## src/rtl/decode_stage_pkg.sv

```systemverilog
// rtl/decode_stage_pkg.sv - shared encodings, widths and register layouts for the decode stage
package decode_stage_pkg;

    localparam int WORD = 32;
    localparam int BYTE = 8;

    localparam logic [3:0] I_HALT   = 4'h0;
    localparam logic [3:0] I_NOP    = 4'h1;
    localparam logic [3:0] I_RRMOVL = 4'h2;
    localparam logic [3:0] I_IRMOVL = 4'h3;
    localparam logic [3:0] I_RMMOVL = 4'h4;
    localparam logic [3:0] I_MRMOVL = 4'h5;
    localparam logic [3:0] I_OPL    = 4'h6;
    localparam logic [3:0] I_JXX    = 4'h7;
    localparam logic [3:0] I_CALL   = 4'h8;
    localparam logic [3:0] I_RET    = 4'h9;
    localparam logic [3:0] I_PUSHL  = 4'hA;
    localparam logic [3:0] I_POPL   = 4'hB;

    localparam logic [3:0] NOREG = 4'hF;
    localparam logic [3:0] ESP   = 4'h4;

    typedef struct packed {
        logic [3:0]      icode;
        logic [3:0]      ifun;
        logic [3:0]      ra;
        logic [3:0]      rb;
        logic [WORD-1:0] valc;
        logic [WORD-1:0] valp;
    } d_reg_t;

    typedef struct packed {
        logic [3:0]      icode;
        logic [3:0]      ifun;
        logic [WORD-1:0] valc;
        logic [WORD-1:0] vala;
        logic [WORD-1:0] valb;
        logic [3:0]      dste;
        logic [3:0]      dstm;
        logic [3:0]      srca;
        logic [3:0]      srcb;
    } e_reg_t;

    localparam d_reg_t D_BUBBLE = '{icode: I_NOP, ifun: 4'h0, ra: NOREG, rb: NOREG,
                                    valc: '0, valp: '0};

    localparam e_reg_t E_BUBBLE = '{icode: I_NOP, ifun: 4'h0, valc: '0, vala: '0, valb: '0,
                                    dste: NOREG, dstm: NOREG, srca: NOREG, srcb: NOREG};

    // CALL pushes and JXX carries the fall-through PC, both through valA
    function automatic logic uses_valp(input logic [3:0] icode);
        return (icode == I_CALL) || (icode == I_JXX);
    endfunction

endpackage

```

## src/rtl/fwd_select.sv

```systemverilog
// rtl/fwd_select.sv - operand forwarding selector for one register-file read port
module fwd_select
    import decode_stage_pkg::*;
(
    input  logic [3:0]      src,
    input  logic            use_valp,
    input  logic [WORD-1:0] valp,
    input  logic [3:0]      e_dstE,
    input  logic [WORD-1:0] e_valE,
    input  logic [3:0]      M_dstM,
    input  logic [WORD-1:0] m_valM,
    input  logic [3:0]      M_dstE,
    input  logic [WORD-1:0] M_valE,
    input  logic [3:0]      W_dstM,
    input  logic [WORD-1:0] W_valM,
    input  logic [3:0]      W_dstE,
    input  logic [WORD-1:0] W_valE,
    input  logic [WORD-1:0] rf_val,
    output logic [WORD-1:0] val
);

    // Youngest producer wins; a NOREG source never reads or matches anything
    always_comb begin
        val = '0;
        if (use_valp) begin
            val = valp;
        end else if (src != NOREG) begin
            if (src == e_dstE)
                val = e_valE;
            else if (src == M_dstM)
                val = m_valM;
            else if (src == M_dstE)
                val = M_valE;
            else if (src == W_dstM)
                val = W_valM;
            else if (src == W_dstE)
                val = W_valE;
            else
                val = rf_val;
        end
    end

endmodule

```

## src/rtl/decode_stage.sv

```systemverilog
// rtl/decode_stage.sv - pipeline decode stage: D register, operand decode/forwarding, E register
module decode_stage
    import decode_stage_pkg::*;
(
    input  logic            clk,
    input  logic            rst,
    input  logic [3:0]      f_icode,
    input  logic [3:0]      f_ifun,
    input  logic [3:0]      f_rA,
    input  logic [3:0]      f_rB,
    input  logic [WORD-1:0] f_valC,
    input  logic [WORD-1:0] f_valP,
    input  logic            D_stall,
    input  logic            D_bubble,
    input  logic            E_bubble,
    output logic [3:0]      d_srcA,
    output logic [3:0]      d_srcB,
    input  logic [WORD-1:0] rf_valA,
    input  logic [WORD-1:0] rf_valB,
    input  logic [3:0]      e_dstE,
    input  logic [WORD-1:0] e_valE,
    input  logic [3:0]      M_dstE,
    input  logic [WORD-1:0] M_valE,
    input  logic [3:0]      M_dstM,
    input  logic [WORD-1:0] m_valM,
    input  logic [3:0]      W_dstE,
    input  logic [WORD-1:0] W_valE,
    input  logic [3:0]      W_dstM,
    input  logic [WORD-1:0] W_valM,
    output logic [3:0]      D_icode,
    output logic [3:0]      E_icode,
    output logic [3:0]      E_ifun,
    output logic [WORD-1:0] E_valC,
    output logic [WORD-1:0] E_valA,
    output logic [WORD-1:0] E_valB,
    output logic [3:0]      E_dstE,
    output logic [3:0]      E_dstM,
    output logic [3:0]      E_srcA,
    output logic [3:0]      E_srcB
);

    d_reg_t          d_q;
    e_reg_t          e_q;
    logic [3:0]      d_dstE;
    logic [3:0]      d_dstM;
    logic [WORD-1:0] d_valA;
    logic [WORD-1:0] d_valB;

    // Stall takes precedence over bubble so a held instruction is never lost
    always_ff @(posedge clk or posedge rst) begin
        if (rst) begin
            d_q <= D_BUBBLE;
        end else if (!D_stall) begin
            if (D_bubble)
                d_q <= D_BUBBLE;
            else
                d_q <= '{icode: f_icode, ifun: f_ifun, ra: f_rA, rb: f_rB,
                         valc: f_valC, valp: f_valP};
        end
    end

    always_comb begin
        d_srcA = NOREG;
        d_srcB = NOREG;
        d_dstE = NOREG;
        d_dstM = NOREG;
        case (d_q.icode)
            I_RRMOVL: begin
                d_srcA = d_q.ra;
                d_dstE = d_q.rb;
            end
            I_IRMOVL: begin
                d_dstE = d_q.rb;
            end
            I_RMMOVL: begin
                d_srcA = d_q.ra;
                d_srcB = d_q.rb;
            end
            I_MRMOVL: begin
                d_srcB = d_q.rb;
                d_dstM = d_q.ra;
            end
            I_OPL: begin
                d_srcA = d_q.ra;
                d_srcB = d_q.rb;
                d_dstE = d_q.rb;
            end
            I_CALL: begin
                d_srcB = ESP;
                d_dstE = ESP;
            end
            I_RET: begin
                d_srcA = ESP;
                d_srcB = ESP;
                d_dstE = ESP;
            end
            I_PUSHL: begin
                d_srcA = d_q.ra;
                d_srcB = ESP;
                d_dstE = ESP;
            end
            I_POPL: begin
                d_srcA = ESP;
                d_srcB = ESP;
                d_dstE = ESP;
                d_dstM = d_q.ra;
            end
            default: begin
            end
        endcase
    end

    fwd_select u_fwd_a (
        .src      (d_srcA),
        .use_valp (uses_valp(d_q.icode)),
        .valp     (d_q.valp),
        .e_dstE   (e_dstE),
        .e_valE   (e_valE),
        .M_dstM   (M_dstM),
        .m_valM   (m_valM),
        .M_dstE   (M_dstE),
        .M_valE   (M_valE),
        .W_dstM   (W_dstM),
        .W_valM   (W_valM),
        .W_dstE   (W_dstE),
        .W_valE   (W_valE),
        .rf_val   (rf_valA),
        .val      (d_valA)
    );

    fwd_select u_fwd_b (
        .src      (d_srcB),
        .use_valp (1'b0),
        .valp     ('0),
        .e_dstE   (e_dstE),
        .e_valE   (e_valE),
        .M_dstM   (M_dstM),
        .m_valM   (m_valM),
        .M_dstE   (M_dstE),
        .M_valE   (M_valE),
        .W_dstM   (W_dstM),
        .W_valM   (W_valM),
        .W_dstE   (W_dstE),
        .W_valE   (W_valE),
        .rf_val   (rf_valB),
        .val      (d_valB)
    );

    // E keeps advancing while D is stalled; the hazard unit bubbles it when needed
    always_ff @(posedge clk or posedge rst) begin
        if (rst) begin
            e_q <= E_BUBBLE;
        end else if (E_bubble) begin
            e_q <= E_BUBBLE;
        end else begin
            e_q <= '{icode: d_q.icode, ifun: d_q.ifun, valc: d_q.valc,
                     vala: d_valA, valb: d_valB,
                     dste: d_dstE, dstm: d_dstM, srca: d_srcA, srcb: d_srcB};
        end
    end

    assign D_icode = d_q.icode;
    assign E_icode = e_q.icode;
    assign E_ifun  = e_q.ifun;
    assign E_valC  = e_q.valc;
    assign E_valA  = e_q.vala;
    assign E_valB  = e_q.valb;
    assign E_dstE  = e_q.dste;
    assign E_dstM  = e_q.dstm;
    assign E_srcA  = e_q.srca;
    assign E_srcB  = e_q.srcb;

endmodule

```

## config.mk

```make
export PLATFORM = sky130hd
export DESIGN_NAME = decode_stage
export DESIGN_NICKNAME = d
export VERILOG_FILES = /design/src/rtl/decode_stage_pkg.sv /design/src/rtl/fwd_select.sv /design/src/rtl/decode_stage.sv
export SDC_FILE = /design/constraint.sdc
export NUM_CORES = 1
export LEC_CHECK = 0
export ABC_CLOCK_PERIOD_IN_PS = 8910
export CORE_AREA = 2 2 182 184
export CTS_CLUSTER_DIAMETER = 80
export DETAILED_ROUTE_END_ITERATION = 10
export DIE_AREA = 0 0 184 186
export DONT_BUFFER_PORTS = 1
export GPL_ROUTABILITY_DRIVEN = 0
export GPL_TIMING_DRIVEN = 0
export PLACE_DENSITY = 0.51
export SLEW_MARGIN = 30
export SYNTH_ARGS = -nofsm -noshare
export SYNTH_HDL_FRONTEND = slang
export SYNTH_SLANG_ARGS = --single-unit
```

## constraint.sdc

```tcl
create_clock -name clk -period 8.91 [get_ports clk]
set_input_delay 2.2275 -clock clk [delete_from_list [all_inputs] [get_ports clk]]
set_output_delay 2.2275 -clock clk [all_outputs]
set_load 0.05 [all_outputs]
```

==> flow_summary.ini <==
[timing]
fin_crit_sh_pct = 54.5
max_freq_ghz = 0.206
rsz0062_at_grt = no
slew_violations = 0
worst_pin_slew_ps = 977
hold_viol = 0
setup_viol = 0
finalCriticalPeriod_ps = 4850
setup_ws_ps = 4060
skew_ps = 13.7
fin_tns_setup_ps = 0
maxSlewHeadroom_pct = 34.4
timing.hold.ws_ps = 493

[synthesis]
synth_edf_count = 0
synth_area_leaders = dfrtp_1 38%, dfstp_2 5.9%, a22o_1 5.4%
netlist-cell-type-count = 73
yosysMostFrequentCell = dfrtp_1
syn_area_um2 = 11500
syn-num-nets = 1543
synth-seq-cells = 200
syn_inst = 1214
avgSynthCellArea_um2 = 9.49
async_flop_share_pct = 100
yosys_most_used_dff = dfrtp_1
ys_seq_area_share_pct = 43.7
synth_top_area_share_pct = 37.8
synth_top_area_cell = dfrtp_1
yosys_warnings = 0
synth_common_cells = 174 x dfrtp_1, 114 x nand2_1, 84 x clkbuf_1

[finish]
areaGrowthSynthToFinish_pct = 10.4
final_nets = 1565
design_area_um2 = 12700
layout-drive-gt1-share_pct = 12.7
postLayoutCoreUtil_pct = 39.5
fillers = 3278

[global_routing]
grt_pass1_wl_mm = 74.4
grt_use_total_pct = 30.2
grt_max_degree = 79
grt_pass1_vias = 10600
grt_overflow = 0
grt_antenna_before_repair = 7

[route]
wl_mm = 53.0
antenna_left = 0
wl_per_cell_um = 31.9
vias_per_cell = 6.52
drc = 0
vias = 10800
drtIter0Drc = 1102
dr.pass1.iters = 7

[critical_path]
cp-startpoint = D_icode[3]
path_cells = nand2b_1 -> buf_2 -> nor3_1 -> inv_1
rr_worst_depth = 10
r2r_slack_ps = 4840
crit_path_end_kind = output port
worstPathRequired_ps = 6680
critPathKind = reg -> out
arrival_ps = 2630
cp-endpoint = d_srcB[2]
startpoint_type = flip-flop
timing.rr.start = D_icode[3]
reg2reg_to = E_valB[7]
crit_path_top_delay_cell = nor3_1
slowest_delay_ps = 790
cp_max_fo = 8

[clock_network]
ctsHoldBuffers = 0
clk_latency_ps = 470
numCtsBuffers = 17
root_buffer = clkbuf_16
cts_tree = yes
cts_resized = 0
cts_buffer_depth = 2
clk_pin_slew_ps = 80
cts.sinks = 200
cts_max_level = 4
post-cts-setup-buffers = 0

[die]
io_pins = 461
die_w_um = 184
core_area_um2 = 32200
die_area_um2 = 34200
die_h_um = 186
initial_core_util_pct = 35.8
rows = 66

[pwr]
power_density_nw_per_um2 = 198
ir_drop_v = 0.000130
leakagePower_nw = 5.45

[placed_design]
place.port_buffers = 0
place_area_um2 = 12100
place_ws_ps = 3840
dpl.hpwl_mm = 39.9

[min_path]
hp-class = reg -> reg

[run]
drv_cap = 0

[run_status]
status = finished clean
critical path, delay by kind of cell, from the launching register on:
family                 cells  cell delay (ps)
buffers and inverters      2              650
and+or+nand+nor            2              990
DFF                        1              520
stage by stage:
stage / total power [mW] / cells
floorplan: 1.56 / 1214
global placement: 1.72 / 1622
detailed placement: 1.73 / 1625
CTS: 2.53 / 1657
global route: 2.62 / 1662
finish: 2.52 / 1663
metal layers:
layer  global-route usage, %  part of all wire [%]  up-vias
met1                    36.6                    38     5343
met5                       0                 0.025        -
met2                    49.2                    47      735
met3                    10.9                    11      135
li1                        -                     -     4621
met4                    11.0                   3.7        2
area by class of cell:
class | count | area, um^2 | area share (%)
repair buffers | 3 | 62.6 | 0.492
inverters | 19 | 78.8 | 0.620
diodes | 6 | 15.0 | 0.118
plain buffers | 128 | 552 | 4.34
multi-input cells | 867 | 5870 | 46.2
clock inverters | 14 | 146 | 1.15
well taps | 408 | 510 | 4.01
clock buffers | 18 | 439 | 3.45
flip-flops and latches | 200 | 5040 | 39.6
power breakdown:
part           leakage (nW)  switching [mW]  internal (mW)
Combinational          2.57           0.346          0.183
Sequential             2.59           0.209          0.983
Clock                 0.288           0.418          0.382
Total                  5.45           0.972           1.55
state kept, by name, indices dropped and copies added, names as in the netlist:
name     cells
E_valC      32
E_icode      4
E_valA      32
d_q         76
E_dstM       4
E_ifun       4
E_valB      32
D_icode      4
E_srcB       4
E_srcA       4
E_dstE       4
cell usage in the layout (no fill, tap or decap), drive strengths merged, types with 3 or more instances in the layout:
| cell type | n |
|---|---|
| and3 | 35 |
| diode | 6 |
| nor2b | 50 |
| nand3b | 33 |
| a31o | 3 |
| buf | 44 |
| a22o | 71 |
| xnor2 | 4 |
| inv | 27 |
| dfrtp | 174 |
| o31ai | 71 |
| o211ai | 6 |
| nand2b | 17 |
| a211oi | 8 |
| dfstp | 26 |
| mux2i | 33 |
| or2 | 36 |
| a31oi | 6 |
| o21ai | 44 |
| a21boi | 33 |
| xor2 | 5 |
| nor4 | 37 |
| o22ai | 3 |
| and2 | 4 |
| clkbuf | 105 |
| o2bb2ai | 33 |
| a21o | 4 |
| a311oi | 3 |
| a221oi | 64 |
| nand2 | 115 |
| nand3 | 7 |
| nor4bb | 4 |
| a21oi | 42 |
| nor3 | 45 |
| clkinv | 5 |
| nor2 | 20 |
logic make-up after synthesis:
family                 count (synthesis)  synth area share, %
buffers and inverters                147                 5.41
flip-flops                           200                 43.7
XOR/XNOR                               9                0.684
AO/OA/AOI/OAI                        412                 27.7
AND/OR/NAND/NOR                      413                 19.7
multiplexers                          33                 2.87
how the worst min path moves through the flow:
stage	slack, ps	end	startpoint	cells after the start
3_5_place_dp	480	E_valC[23]	d_q[55]	1
3_3_place_gp	470	E_valC[22]	d_q[54]	1
5_1_grt	520	E_valC[19]	d_q[51]	1
4_1_cts	490	E_valC[23]	d_q[55]	1
6_report	490	E_valC[23]	d_q[55]	1
2_1_floorplan	470	E_ifun[0]	d_q[72]	1
Power figures use the tool's default switching activity.
